==> src/rtl/click_tone_generator.sv <==
// Turns each accepted beat trigger into a fixed-length square-wave click; the first beat of a bar is pitched higher.
// Optional macro CLICK_ACCENT_EN enables beat tracking and accent pitch; without it every click uses NORMAL_HALF.
module click_tone_generator #(
  parameter int CLK_HZ      = 50000000,
  parameter int CLICK_MS    = 30,
  parameter int NORMAL_HALF = 25000,
  parameter int ACCENT_HALF = 12500,
  parameter int BPB_W       = 4
) (
  input  logic             i_clk,
  input  logic             i_reset_n,
  input  logic             i_trigger,
  input  logic             i_enable,
  input  logic             i_bar_reset,
  input  logic [BPB_W-1:0] i_beats_per_bar,
  output logic             o_tone,
  output logic             o_busy,
  output logic             o_accent,
  output logic [BPB_W-1:0] o_beat_index
);

  localparam int CLICK_CYCLES = (CLK_HZ / 1000) * CLICK_MS;
  localparam int MAX_HALF     = (NORMAL_HALF > ACCENT_HALF) ? NORMAL_HALF : ACCENT_HALF;
  localparam int MAX_CNT      = (CLICK_CYCLES > MAX_HALF) ? CLICK_CYCLES : MAX_HALF;
  localparam int CNT_W        = (MAX_CNT > 1) ? $clog2(MAX_CNT) : 1;

  typedef enum logic {
    S_IDLE = 1'b0,
    S_TONE = 1'b1
  } state_t;

  state_t           state_q, state_d;
  logic [CNT_W-1:0] dur_q, dur_d;
  logic [CNT_W-1:0] half_q, half_d;
  logic [CNT_W-1:0] half_len_q, half_len_d;
  logic             tone_q, tone_d;
  logic             accent_q, accent_d;
  logic             accept;
  logic             accent_now;
  logic [CNT_W-1:0] half_sel;

  assign accept = i_trigger & i_enable;

`ifdef CLICK_ACCENT_EN
  logic [BPB_W-1:0] next_idx_q, next_idx_d;
  logic [BPB_W-1:0] beat_index_q, beat_index_d;
  logic [BPB_W-1:0] pos;
  logic             bpb_le1;

  // A shrunk bar length that leaves next_idx out of range restarts the count at 0.
  always_comb begin
    bpb_le1      = (i_beats_per_bar <= BPB_W'(1));
    pos          = next_idx_q;
    next_idx_d   = next_idx_q;
    beat_index_d = beat_index_q;
    if (i_bar_reset || bpb_le1 || (next_idx_q >= i_beats_per_bar)) pos = '0;
    if (accept) begin
      beat_index_d = pos;
      if (bpb_le1 || (pos == i_beats_per_bar - BPB_W'(1))) next_idx_d = '0;
      else                                                 next_idx_d = pos + BPB_W'(1);
    end else if (i_bar_reset) begin
      next_idx_d = '0;
    end
  end

  always_ff @(posedge i_clk or negedge i_reset_n) begin
    if (!i_reset_n) begin
      next_idx_q   <= '0;
      beat_index_q <= '0;
    end else begin
      next_idx_q   <= next_idx_d;
      beat_index_q <= beat_index_d;
    end
  end

  assign accent_now   = (pos == '0);
  assign o_beat_index = beat_index_q;
`else
  logic unused_inputs;
  assign unused_inputs = ^{i_bar_reset, i_beats_per_bar};
  assign accent_now    = 1'b0;
  assign o_beat_index  = '0;
`endif

  assign half_sel = accent_now ? CNT_W'(ACCENT_HALF) : CNT_W'(NORMAL_HALF);

  always_comb begin
    state_d    = state_q;
    dur_d      = dur_q;
    half_d     = half_q;
    half_len_d = half_len_q;
    tone_d     = tone_q;
    accent_d   = accent_q;
    if (!i_enable) begin
      state_d  = S_IDLE;
      dur_d    = '0;
      half_d   = '0;
      tone_d   = 1'b0;
      accent_d = 1'b0;
    end else if (i_trigger) begin
      // A retrigger restarts the burst with freshly latched pitch.
      state_d    = S_TONE;
      dur_d      = CNT_W'(CLICK_CYCLES - 1);
      half_d     = half_sel - CNT_W'(1);
      half_len_d = half_sel - CNT_W'(1);
      tone_d     = 1'b1;
      accent_d   = accent_now;
    end else if (state_q == S_TONE) begin
      if (dur_q == '0) begin
        state_d  = S_IDLE;
        half_d   = '0;
        tone_d   = 1'b0;
        accent_d = 1'b0;
      end else begin
        dur_d = dur_q - CNT_W'(1);
        if (half_q == '0) begin
          half_d = half_len_q;
          tone_d = ~tone_q;
        end else begin
          half_d = half_q - CNT_W'(1);
        end
      end
    end
  end

  always_ff @(posedge i_clk or negedge i_reset_n) begin
    if (!i_reset_n) begin
      state_q    <= S_IDLE;
      dur_q      <= '0;
      half_q     <= '0;
      half_len_q <= '0;
      tone_q     <= 1'b0;
      accent_q   <= 1'b0;
    end else begin
      state_q    <= state_d;
      dur_q      <= dur_d;
      half_q     <= half_d;
      half_len_q <= half_len_d;
      tone_q     <= tone_d;
      accent_q   <= accent_d;
    end
  end

  assign o_tone   = tone_q;
  assign o_busy   = (state_q == S_TONE);
  assign o_accent = accent_q;

endmodule

==> config.mk <==
export PLATFORM = sky130hd
export DESIGN_NAME = click_tone_generator
export DESIGN_NICKNAME = d
export VERILOG_FILES = /design/src/rtl/click_tone_generator.sv
export SDC_FILE = /design/constraint.sdc
export NUM_CORES = 1
export LEC_CHECK = 0
export CAP_MARGIN = 40
export CELL_PAD_IN_SITES_DETAIL_PLACEMENT = 1
export CELL_PAD_IN_SITES_GLOBAL_PLACEMENT = 2
export CORE_ASPECT_RATIO = 1.75
export CORE_UTILIZATION = 38
export DETAILED_ROUTE_END_ITERATION = 8
export HOLD_SLACK_MARGIN = 0.05
export PLACE_DENSITY_LB_ADDON = 0.1
export SYNTH_ARGS = -nofsm -noshare
export SYNTH_HDL_FRONTEND = slang
export SYNTH_SLANG_ARGS = --single-unit
==> constraint.sdc <==
create_clock -name i_clk -period 2.6 [get_ports i_clk]
set_clock_uncertainty 0.15 [all_clocks]
set_input_delay 0.52 -clock i_clk [delete_from_list [all_inputs] [get_ports i_clk]]
set_output_delay 0.52 -clock i_clk [all_outputs]
set_load 0.01 [all_outputs]
==> run metrics, run 1 <==
Die Area about 0.0072 mm2; TritonCTS Buffers 5; number of buffers on the longest clock path 2; via-per-instance ratio 5.73; relative slew slack between 60% and 70%; Final setup viols 0; GRT Util Overall 23.0%; met2 Track Usage GR approximately 44%; leakage power about 1.2 nW; FILL cells slightly below 800; Post-Synthesis Cells about 280; Die Ht ~110 um; WHS approximately 350 ps; outcome complete, no violations; synthesized area 0.00261 mm2; R2R depth 7; Critical Path AT 2500 ps; CTS tree built; GR Util met1 between 20% and 30%; global routing's busiest layer met2; Seq/Total Area, Yosys a little over two fifths; unique cell type count in the Yosys netlist 55; core area 0.00659 mm2; GP Congestion approximately 0.80; worst ir drop on vdd 0.439 mV; startpoint type of the worst setup path register; Critical Path RT between 2000 and 3000 ps; Top Ports 16; Starting Density between 30% and 40%; number of synthesized flops with an enable pin 0; post-route ant nets 0; Async S/R FF share, synth 100%; hold depth 2; drt pass-1 iters 4; largest net degree at the start of global routing 24; Die X roughly 65 um; Main synth FF type dfrtp_1; RSZ-0062 raised after global routing false; row cnt 39; HPWL Detailed roughly 5.7 mm; root buffer cell clkbuf_16; Clk Latency, worst-skew pair ~300 ps; Hold Fails Final Rpt 0; average cell area after synthesis 9.36 um2; reg2reg end half_q[14]; first-pass GRT wire length roughly 12 mm; Clk pin slew, worst setup/hold paths roughly 70 ps; crit path time final 2480 ps; grt ovf 0; Worst Tran Pin Value roughly 540 ps; r2r setup slk 120 ps; fraction of layout instances using a drive strength above 1 between 15 and 20%; Hold Startpoint half_len_q[0]; PortBufs 5; drt drc 0; antenna diode count 0; CP Class reg2reg; M3 GR Usage between 3 and 4%; via count ~2.3k; routed len/inst between 15 and 20 um; fin crit share a little over nine tenths; commonest non-fill, non-tap cell in the layout dfrtp_1; vias in the first global route approximately 2.5k; worst r2r src half_q[1]; Syn-to-layout area delta 16.8%; Slew Limit Fails 0; Yosys Warn Count 0; Setup TNS 0 ps; antenna violations before repair 0; max_cap viols 0; Min-Delay Endpoint half_len_q[0]; #FFs+latches synth between 40 and 50; DR iter-0 viols 65; post_cts resized 0; Critical Path Sink Type register; H-tree depth 2; final WL 7.45 mm; HP Class reg2reg; Max Fclk approximately 400 MHz; clock sink count 45; pwr/cell area 602 mW/mm2; crit-path max FO 6; final net count between 300 and 400; commonest non-fill, non-tap cells in the layout 45 x dfrtp_1, 33 x nor2_1, 28 x buf_4
-- through the flow --
step / worst slack [ps] / util (%) / cells / power, mW / cell area, um2
floorplan: 360 / - / 283 / 1.05 / 2630
global placement: 170 / 44.0 / 384 / 1.19 / 2900
detailed placement: 140 / 44.0 / 384 / 1.20 / 2900
CTS: 113 / 46.3 / 393 / 1.87 / 3050
global route: 15.7 / 46.3 / 393 / 1.94 / 3050
finish: 115 / 46.3 / 393 / 1.84 / 3050
-- flip-flops by register name, indices dropped and copies added, names as in the netlist --
name and flops:
dur_q 21, half_len_q 1, half_q 21, o_busy 1
o_tone 1
-- Yosys cell counts (2+ instances only) --
library cell,instances,area [um2]
dfrtp_1,45,1130
nor2_1,33,124
a21oi_1,22,110
xnor2_1,17,149
o21ai_0,16,80.1
nor3_1,12,60.1
nor4_1,9,56.3
inv_1,8,30.0
or3_1,8,50.1
nand2_1,7,26.3
o41ai_1,7,61.3
a31oi_1,6,37.5
xor2_1,6,52.6
buf_4,5,37.5
clkbuf_1,5,18.8
nand3_1,5,25.0
nand4_1,5,31.3
or4_1,5,37.5
nor2b_1,4,25.0
ha_1,3,37.5
nand3b_1,3,22.5
nor3b_1,3,22.5
o21a_1,3,22.5
or2_2,3,18.8
a2111oi_0,2,17.5
a21o_1,2,15.0
buf_6,2,22.5
nand4b_1,2,17.5
nor4_2,2,25.0
o211ai_1,2,15.0
o31ai_1,2,15.0
or3_2,2,15.0
-- per-layer routing --
metal | share of wire, % | vias to the layer above
li1 | - | 1077
met5 | 0 | -
met4 | 3.2 | 0
met3 | 1.7 | 18
met1 | 38 | 1131
met2 | 57 | 27
-- critical path: stages (launching register included) --
cell and delay, ps:
dfrtp_1 400, inv_1 90, ha_1 140, or4b_1 450
or3_1 440, nor2_1 250, a21o_1 320, a21oi_1 110
-- logic make-up after synthesis --
kind of cell    share of synthesized area [%]
buf+inv                                  5.51
other cells                             0.144
fa+ha+maj                                1.44
compound gates                           17.6
simple gates                             24.5
xor+xnor                                 7.71
flops                                    43.1
-- worst max path at each step --
stage	start	endpoint	slack, ps	cells after the start
global route	half_q[1]	half_q[14]	20	7
detailed placement	half_q[0]	half_q[13]	140	7
finish	half_q[1]	half_q[14]	120	7
global placement	half_q[0]	half_q[14]	170	7
CTS	half_q[1]	half_q[14]	110	7
floorplan	dur_q[6]	dur_q[14]	360	6
-- timing repair --
action | in CTS | in global routing
hold endpoints to repair | 13 | 0
setup buffers | 0 | 0
hold buffers | 1 | 0
-- final cells by class --
cell class | count | area [um2] | area share [%]
clock buffer | 5 | 125 | 4.10
clock inverter | 3 | 21.3 | 0.697
inverter | 9 | 33.8 | 1.11
multi-input combinational | 214 | 1360 | 44.5
sequential | 45 | 1130 | 36.9
tap | 82 | 103 | 3.36
timing repair buffer | 35 | 285 | 9.35
-- report_power, final --
part | internal, mW | switching [mW] | total [mW]
clock network | 0.358 | 0.295 | 0.653
registers | 0.742 | 0.0532 | 0.795
logic | 0.168 | 0.222 | 0.390
Note: power is estimated with default switching activity, not from simulation.
==> inputs of run 2 (changes only) <==
- CORE_MARGIN: default -> 2
==> run 2 against run 1 <==
Against the previous run:
- first-iteration DRC count up 40%
- cell count down 0.25%
- flip-flop and latch count unchanged
- sequential power about the same
- clock-buffer cell count up 2
- die area up 4.9%
- final area down 0.45%
- combinational power about the same
- hold slack worse by 5.6 ps
- register-to-register slack better by 60 ps
- setup slack better by 55 ps
- routed wire length down 0.95%
- critical endpoint is now half_q[2]
- highest routed layer unchanged
==> run metrics, run 2 (same netlist as run 1, synthesis figures left out) <==
HP Class reg2reg; FILL cells about 810; worst r2r src half_q[0]; CP Class reg2reg; Clk pin slew, worst setup/hold paths 60 ps; row cnt 40; CP Capture Point half_q[2]; Starting Density just under 40%; leakage power 1.22 nW; core area 0.00676 mm2; fin crit share approximately 93%; Clk Latency, worst-skew pair 290 ps; final worst slack 171 ps; final cell count without fillers 392; via count around 2.2k; Critical Path RT roughly 2600 ps; Final setup viols 0; commonest non-fill, non-tap cell in the layout dfrtp_1; H-tree depth 2; max_cap viols 0; R2R depth 7; HPWL Detailed 5.50 mm; Hold Fails Final Rpt 0; crit-path max FO 6; Syn-to-layout area delta 16.3%; final net count between 300 and 400; Finished Cell Area slightly above 0.003 mm2; largest registers dur_q (21), half_q (21); Placement Cell Area roughly 0.0029 mm2; final WL 7.38 mm; # Post-CTS Setup Buffers 0; relative slew slack about 62%; number of buffers on the longest clock path 2; drt pass-1 iters 4; total power 1.83 mW; GP Congestion 0.767; largest net degree at the start of global routing 27; routed len/inst 18.8 um; WHS approximately 340 ps; Critical Path AT approximately 2400 ps; GRT Util Overall between 20% and 30%; startpoint type of the worst setup path register; via-per-instance ratio 5.68; Die Area roughly 0.0076 mm2; vias in the first global route 2425; fraction of layout instances using a drive strength above 1 between 10% and 20%; first-pass GRT wire length between 10 and 15 mm; grt ovf 0; root buffer cell clkbuf_16; crit path time final approximately 2400 ps; pwr/cell area roughly 600 mW/mm2; RSZ-0062 raised after global routing false; Max Fclk around 400 MHz; PortBufs 5; CTS tree built; post-route ant nets 0; commonest non-fill, non-tap cells in the layout 45 x dfrtp_1, 32 x nor2_1, 26 x buf_4; Crit. Startpoint half_q[0]; Worst Tran Pin Value roughly 560 ps; worst ir drop on vdd around 0.26 mV; DR iter-0 viols a little over 90; Critical Path Sink Type register; Die Ht around 110 um; clock sink count between 40 and 50; reg2reg end half_q[2]; r2r setup slk roughly 170 ps; antenna diode count 0; antenna violations before repair 0; outcome complete, no violations; final core occ between 40% and 50%; Setup TNS 0 ps; placed insts around 380; Top Ports 16; dpl ws 156 ps; Slew Limit Fails 0; Die X 66.7 um; drt drc 0; TritonCTS Buffers 5
run 2: layer usage:
metal	wire, um	part of all wire (%)	vias to the layer above	GRT usage, %
met2	4260	58	16	42.7
met3	108	1.5	9	2.96
met5	0	0	-	0
li1	-	-	1074	-
met4	155	2.1	0	8.30
met1	2850	39	1128	23.0
run 2: repair_timing:
action	4_1_cts	5_1_grt
hold endpoints to repair	2	0
hold buffers	1	0
resized for setup	0	1
setup endpoints to repair	0	2
run 2: cell type report:
| class | count | area (um2) | share of cell area, % |
|---|---|---|---|
| well taps | 84 | 105 | 3.46 |
| repair buffers | 33 | 270 | 8.90 |
| inverters | 9 | 33.8 | 1.11 |
| flip-flops and latches | 45 | 1130 | 37.1 |
| clock buffers | 7 | 143 | 4.70 |
| multi-input cells | 214 | 1360 | 44.8 |
run 2: worst min-delay path by stage:
stage | to | cells past startpoint | slack [ps] | start
after floorplan | dur_q[0] | 0 | 70 | i_reset_n
after global placement | dur_q[16] | 1 | 170 | i_reset_n
after detailed placement | dur_q[16] | 1 | 170 | i_reset_n
after CTS | half_len_q[0] | 2 | 340 | half_len_q[0]
after global routing | half_len_q[0] | 2 | 380 | half_len_q[0]
final | half_len_q[0] | 2 | 340 | half_len_q[0]
run 2: critical path, cell delays in order (launching register included):
cell,delay [ps]
dfrtp_1,410
inv_1,110
ha_1,150
or4b_1,420
or3_1,430
nor2_1,200
a21o_1,300
a21oi_1,130
run 2: report_power, final:
part / total (mW) / switching [mW] / internal, mW
clock: 0.646 / 0.268 / 0.378
combinational: 0.391 / 0.224 / 0.167
sequential: 0.794 / 0.0511 / 0.743
total: 1.83 / 0.544 / 1.29
==> inputs of run 3 (changes only) <==
- PLACE_DENSITY: default -> 0.78
- PLACE_DENSITY_LB_ADDON: 0.1 -> default
==> run 3 against run 2 <==
Against the previous run:
- hold slack worse by 290 ps
- critical path type unchanged
- combinational power about the same
- flip-flop and latch count unchanged
- final area up 1.5%
- via count up 0.36%
- largest cell class unchanged
==> run metrics, run 3 (same netlist as run 1, synthesis figures left out) <==
crit path time final 2420 ps; clock power share approximately two fifths; via count approximately 2.2k; # Post-CTS Setup Buffers 0; PortBufs 5; Switching Share approximately 28%; routed len/inst about 19 um; Critical Path RT 2620 ps; Crit. Startpoint half_q[0]; CP Class reg2reg; Hold Fails Final Rpt 0; Starting Density between 30% and 40%; P_int 1.46 mW; clock sink count 45; Top Ports 16; largest registers dur_q (21), half_q (21); WHS 56.3 ps; core area just under 0.007 mm2; startpoint type of the worst setup path register; CTS tree built; Slew Limit Fails 0; TritonCTS Buffers 5; Die X around 67 um; RSZ-0062 raised after global routing false; commonest non-fill, non-tap cells in the layout 45 x dfrtp_1, 33 x nor2_1, 26 x buf_4; row cnt 40; Die Area ~0.0076 mm2; first-pass GRT wire length about 12 mm; Max Fclk just over 400 MHz; worst r2r src half_q[0]; drt pass-1 iters 4; via-per-instance ratio 5.70; vias in the first global route roughly 2.5k; Clk Latency, worst-skew pair around 290 ps; grt ovf 0; antenna violations before repair 0; DR iter-0 viols around 110; largest net degree at the start of global routing 24; root buffer cell clkbuf_16; HP Class in2async; crit-path max FO 6; Setup TNS 0 ps; commonest non-fill, non-tap cell in the layout dfrtp_1; relative slew slack roughly 57%; HPWL Detailed ~5.5 mm; Critical Path Sink Type register; drt drc 0; worst ir drop on vdd around 0.35 mV; GRT Util Overall 21.7%; final WL roughly 7.3 mm; fraction of layout instances using a drive strength above 1 ~17%; Die Ht 114 um; power share of the combinational group between 10% and 20%; H-tree depth 2; leakage power 1.25 nW; GP Congestion ~0.73; number of buffers on the longest clock path 2; Final setup viols 0; pwr/cell area between 600 and 700 mW/mm2; Flop pwr share approximately 40%; final net count ~320; Critical Path AT approximately 2400 ps; Worst Tran Pin Value between 600 and 700 ps; Syn-to-layout area delta 18.0%; outcome complete, no violations; antenna diode count 0; post-route ant nets 0; Clk pin slew, worst setup/hold paths around 70 ps; max_cap viols 0; Psw ~560 uW; fin crit share between 90 and 100%; FILL cells just over 800
-- run 3: cell types whose count changed in the layout (fill, tap and decap cells not counted), sizes merged --
cell,previous run,this run
dlygate4sd3,1,0
bufinv,0,2
inv,8,9
clkbuf,7,5
-- run 3: power by group through the flow --
stage / registers, mW / clock network, mW / logic [mW]
after detailed placement: 0.805 / 0 / 0.392
after global routing: 0.798 / 0.901 / 0.436
after global placement: 0.802 / 0 / 0.385
after floorplan: 0.794 / 0 / 0.255
after CTS: 0.792 / 0.864 / 0.396
final: 0.791 / 0.845 / 0.393
-- run 3: through the flow --
step / total power [mW] / area (um2) / util [%] / worst slack, ps / instances
finish: 2.03 / 3080 / 45.6 / 179 / 392
global route: 2.13 / 3080 / 45.6 / 39.2 / 392
CTS: 2.05 / 3080 / 45.5 / 36.9 / 392
detailed placement: 1.20 / 2880 / 42.7 / 77.7 / 384
global placement: 1.19 / 2880 / 42.7 / 127 / 384
floorplan: 1.05 / 2630 / - / 360 / 283
-- run 3: routing by layer --
layer  global-route usage [%]  part of all wire [%]
met4                     7.76                   2.2
met3                     3.16                   1.6
met5                        0                     0
met2                     42.3                    59
met1                     22.3                    37
-- run 3: worst paths after layout --
kind | end | slack [ps] | depth (start not counted)
max | half_q[8] | 180 | 8
min | half_q[6] | 60 | 1
max reg2reg | half_q[8] | 180 | 8
min reg2reg | half_len_q[0] | 330 | 2
max in group asynchronous | dur_q[19] | 1620 | 2
min in group i_clk | half_len_q[0] | 330 | 2
-- run 3: final cells by class --
| class | count | area [um2] | area share [%] |
|---|---|---|---|
| clock buffer | 5 | 125 | 4.06 |
| clock inverter | 3 | 68.8 | 2.23 |
| inverter | 9 | 33.8 | 1.10 |
| multi-input combinational | 214 | 1360 | 44.2 |
| sequential | 45 | 1130 | 36.5 |
| tap | 84 | 105 | 3.41 |
| timing repair buffer | 32 | 260 | 8.44 |
-- run 3: timing repair --
| action | CTS | global route |
|---|---|---|
| setup endpoints to repair | 0 | 4 |
| resized for setup | 0 | 2 |
| hold buffers | 0 | 0 |
-- run 3: critical path, cell delays in order (launching register included) --
cell and delay [ps]:
dfrtp_1 400, inv_1 110, ha_1 150, or4b_1 480, or3_4 390, nor3_2 190, buf_4 170, a221o_1 170
a21oi_1 70
